==> src/rtl/fir_da_pkg.sv <==
// Shared definitions for the bit-serial distributed-arithmetic FIR sequencer.
//   state_t           : sequencer FSM state
//   bit_cnt_width()   : width of the sample-bit counter for a given sample width
package fir_da_pkg;

  typedef enum logic [1:0] {
    IDLE,
    SHIFT,
    DONE
  } state_t;

  // Width needed to count sample bits 0..sample_width-1 (never zero).
  function automatic int unsigned bit_cnt_width(input int unsigned sample_width);
    return (sample_width > 1) ? $clog2(sample_width) : 1;
  endfunction

endpackage

==> src/rtl/fir_da_sequencer.sv <==
// Bit-serial distributed-arithmetic FIR core in front of an external offset-binary
// coefficient ROM. Keeps the tap delay line, walks the sample bits LSB first as the
// ROM address, and shift-accumulates the ROM words into one output per sample.
// Ports:
//   clk, rst_n        clock (rising edge), asynchronous active-low reset
//   in_valid/ready    sample handshake; in_sample is the new x[n]
//   rom_address       bit k = bit b of tap[k]; rom_en high only while shifting
//   rom_data          combinational ROM word for rom_address (signed)
//   out_valid/ready   result handshake; out_data = sum h_k*x[n-k]
module fir_da_sequencer
  import fir_da_pkg::*;
#(
  parameter int unsigned sample_width  = 16,
  parameter int unsigned address_width = 3,
  parameter int unsigned word_width    = 16,
  parameter int          offset        = 0,
  parameter int unsigned acc_width     = word_width + sample_width + 1
) (
  input  logic                           clk,
  input  logic                           rst_n,
  input  logic                           in_valid,
  output logic                           in_ready,
  input  logic signed [sample_width-1:0] in_sample,
  output logic [address_width-1:0]      rom_address,
  output logic                           rom_en,
  input  logic signed [word_width-1:0]   rom_data,
  output logic                           out_valid,
  input  logic                           out_ready,
  output logic signed [acc_width-1:0]    out_data
);

  localparam int unsigned CntW = bit_cnt_width(sample_width);
  localparam logic [CntW-1:0] LastBit = CntW'(sample_width - 1);
  localparam logic signed [acc_width-1:0] OffsetExt = acc_width'(offset);

  state_t                         r_state, w_state_d;
  logic signed [sample_width-1:0] r_taps [address_width];
  logic signed [acc_width-1:0]    r_acc, w_acc_d;
  logic signed [acc_width-1:0]    r_out;
  logic [CntW-1:0]                r_bit, w_bit_d;
  logic                           w_accept;
  logic                           w_load_out;
  logic signed [acc_width-1:0]    w_rom_ext;
  logic signed [acc_width-1:0]    w_rom_shifted;

  assign in_ready      = (r_state == IDLE) || ((r_state == DONE) && out_ready);
  assign w_accept      = in_valid && in_ready;
  assign rom_en        = (r_state == SHIFT);
  assign out_valid     = (r_state == DONE);
  assign out_data      = r_out;
  assign w_rom_ext     = acc_width'(rom_data);
  assign w_rom_shifted = w_rom_ext <<< r_bit;

  // Address bit k carries the current sample bit of tap k.
  always_comb begin
    rom_address = '0;
    if (r_state == SHIFT) begin
      for (int unsigned k = 0; k < address_width; k++) begin
        rom_address[k] = r_taps[k][r_bit];
      end
    end
  end

  always_comb begin
    w_state_d  = r_state;
    w_acc_d    = r_acc;
    w_bit_d    = r_bit;
    w_load_out = 1'b0;
    unique case (r_state)
      IDLE: begin
        if (w_accept) begin
          w_state_d = SHIFT;
          w_acc_d   = OffsetExt;
          w_bit_d   = '0;
        end
      end
      SHIFT: begin
        if (r_bit == LastBit) begin
          // Sign bit of two's complement carries negative weight.
          w_acc_d    = r_acc - w_rom_shifted;
          w_state_d  = DONE;
          w_load_out = 1'b1;
        end else begin
          w_acc_d = r_acc + w_rom_shifted;
          w_bit_d = r_bit + CntW'(1);
        end
      end
      DONE: begin
        if (out_ready) begin
          if (w_accept) begin
            w_state_d = SHIFT;
            w_acc_d   = OffsetExt;
            w_bit_d   = '0;
          end else begin
            w_state_d = IDLE;
          end
        end
      end
      default: w_state_d = IDLE;
    endcase
  end

  always_ff @(posedge clk or negedge rst_n) begin
    if (!rst_n) begin
      r_state <= IDLE;
      r_acc   <= '0;
      r_bit   <= '0;
      r_out   <= '0;
      for (int unsigned k = 0; k < address_width; k++) begin
        r_taps[k] <= '0;
      end
    end else begin
      r_state <= w_state_d;
      r_acc   <= w_acc_d;
      r_bit   <= w_bit_d;
      if (w_load_out) begin
        r_out <= w_acc_d;
      end
      if (w_accept) begin
        r_taps[0] <= in_sample;
        for (int unsigned k = 1; k < address_width; k++) begin
          r_taps[k] <= r_taps[k-1];
        end
      end
    end
  end

endmodule

==> config.mk <==
export PLATFORM = sky130hd
export DESIGN_NAME = fir_da_sequencer
export DESIGN_NICKNAME = d
export VERILOG_FILES = /design/src/rtl/fir_da_pkg.sv /design/src/rtl/fir_da_sequencer.sv
export SDC_FILE = /design/constraint.sdc
export NUM_CORES = 1
export LEC_CHECK = 0
export CAP_MARGIN = 20
export CORE_MARGIN = 2
export CORE_UTILIZATION = 59
export DETAILED_ROUTE_END_ITERATION = 10
export PLACE_DENSITY = 0.81
export SYNTH_ARGS = -nofsm -noshare
export SYNTH_HDL_FRONTEND = slang
export SYNTH_SLANG_ARGS = --single-unit
==> constraint.sdc <==
create_clock -name clk -period 7 [get_ports clk]
set_input_delay 0.7 -clock clk [delete_from_list [all_inputs] [get_ports clk]]
set_output_delay 0.7 -clock clk [all_outputs]
set_load 0.05 [all_outputs]
==> impl_metrics.ini <==
[routing]
wire_per_inst_um = 18.4
drt_first_pass_iters = 5
drt_iter0_drc = 516
vias = 6927
postRouteAntennaNets = 0
wl_mm = 20.6
routed_via_density = 6.19
drc = 0

[yosys]
netlist_top_cells_count = dfrtp_1 (120), nand2_1 (101), mux2_2 (76)
synth_seq_cells = 120
yosysWarnings = 0
synthTopCellsByArea = dfrtp_1 (36%), mux2_2 (10%), mux4_2 (6.1%)
synthCells = 864
ys_seq_area_share_pct = 35.6
synth_top_area_share_pct = 35.6
syn_nets = 935
ys_async_sr_fraction_pct = 100
synth-edff-count = 0
synth_ff_type = dfrtp_1
yosysMostFrequentCell = dfrtp_1
yosys.area.top_type = dfrtp_1
ys_types = 70
synth.cell_area_um2 = 8420
synth.avg_cell_area_um2 = 9.75

[final_layout]
syn2layout_area_growth_pct = 18.6
antenna_cells = 0
drive_above_1_share_pct = 17.7
final_net_count = 997

[global_route]
grt_max_degree = 71
grt-ovfl-total = 0
grt_pass1_vias = 6819
track_usage_pct = 28.9
grt_first_pass_wirelength_mm = 34.1
antenna_found_initial = 0

[timing]
fin_hold_ws_ns = 0.301
setup_tns_ns = 0
setup_viol = 0
hold_violations = 0
min_period_ns = 5.89
maxSlewViolCount = 0
fin_skew_ns = 0.0110
fin_crit_sh_pct = 84.2
rsz0062_at_grt = false
worst_pin_slew_ns = 0.968
max_slew_margin_pct = 35.4
fmax_mhz = 170

[clock_tree]
post_cts_resized = 0
htreeDepth = 4
clock_sinks = 120
insertion_delay_ns = 0.43
cts.clk_slew.worst_paths_ns = 0.06
cts_hold_buf = 0
cts_inserted_buffers = 17
post-cts-setup-buffers = 0
cts_buffer_depth = 2
tritoncts = built
clockRootBuffer = clkbuf_16

[die]
die_area_um2 = 15200
fp.coreArea_um2 = 13900
io_pins = 75
dieWidth_um = 123
fp.dieH_um = 123
placementRows = 43
initial_core_util_pct = 60.5

[placed_design]
port_buffers = 74
hpwlAfterDp_mm = 14.5
routabilityCongestion = 0.942

[setup_path]
crit_required_ns = 7.31
cp_max_fo = 24
crit_arrival_ns = 6.20
startpoint_type = flip-flop
critPathKind = flip-flop to flip-flop
end_kind = flip-flop

[run]
drv_cap = 0

[min_path]
holdCritPathClass = input port to async pin

[status]
status = completed
==> sequential cells by signal, summed over array words and instances (netlist names) <==
register,flops
r_state,2
out_data,33
r_taps,48
r_acc,33
r_bit,4
==> path summary, 6_finish.rpt <==
kind	cells after the start	end	start	slack, ns
max	18	out_data[30]	r_bit[0]	1.11
min	1	r_acc[6]	rst_n	0.30
max reg2reg	18	out_data[30]	r_bit[0]	1.11
min reg2reg	2	out_data[28]	out_data[28]	0.48
max in group asynchronous	2	r_bit[0]	rst_n	5.30
min in group clk	2	out_data[28]	out_data[28]	0.48
==> routing by layer <==
| metal | wire (um) | GRT usage [%] | up-vias |
|---|---|---|---|
| met5 | 0 | 0 | - |
| met4 | 659 | 11.9 | 0 |
| met3 | 1090 | 6.00 | 46 |
| met2 | 10100 | 49.8 | 210 |
| met1 | 8680 | 35.3 | 3373 |
| li1 | - | - | 3298 |
==> final cells by class <==
class	instances	area [um2]
Fill cell	1039	3950
Multi-Input combinational cell	675	5140
Timing Repair Buffer	88	868
Clock buffer	18	439
Inverter	24	90.1
Clock inverter	14	221
Tap cell	180	225
Sequential cell	120	3010
==> placed cells by master (no fill, tap or decap), drive strengths merged, types with 4 or more instances in the layout <==
cell	Yosys	routed
a31oi	12	12
o22ai	5	5
clkbuf	24	18
o21ai	69	69
nand3	12	12
a211o	4	4
dfrtp	120	120
a22o	13	13
or2	4	4
nand2	101	101
ha	34	34
a211oi	10	10
mux4	25	25
o21a	4	4
nand2b	12	12
nor2b	11	11
nor2	50	50
mux2	76	76
clkdlybuf4s50	0	73
buf	21	15
and3	9	9
o21bai	4	4
clkinv	3	8
inv	21	22
mux2i	21	21
xor2	25	25
and2	8	8
a22oi	4	4
a21o	21	21
nor3	11	11
a21oi	54	54
bufinv	0	5
xnor2	29	29
o31ai	6	6
==> critical path: stages, from the launching register on <==
cell      delay (ns)
dfrtp_2         0.72
clkinv_1        0.40
a21oi_1         0.48
o41ai_1         0.14
a21oi_1         0.35
nand4b_1        0.26
or2_2           0.37
o21ai_0         0.22
xnor2_1         0.11
ha_1            0.39
nand2_1         0.14
or3_1           0.38
o31ai_1         0.57
a31o_2          0.30
a21o_1          0.20
a211oi_1        0.10
a41oi_1         0.18
o221ai_1        0.18
mux2_2          0.29
==> metrics by stage <==
step	std cells	utilization (%)	area, um2	worst slack (ns)
floorplan	864	-	8420	1.51
global placement	1086	66.8	9310	1.04
detailed placement	1086	66.8	9310	0.905
CTS	1118	71.5	9970	1.20
global route	1119	71.7	9990	0.654
finish	1119	71.7	9990	1.11
==> cell families after synthesis <==
group	count (synthesis)	synth area share (%)
adders and majority gates	35	5.29
and+or+nand+nor	233	12.7
muxes	122	19.6
buffers and inverters	69	3.52
AOI/OAI and AO/OA	231	17.6
xor gates and xnor gates	54	5.61
DFF	120	35.6
Power is not shown: default switching activity piles up to over one toggle a cycle in this logic, so the estimate is an artifact.
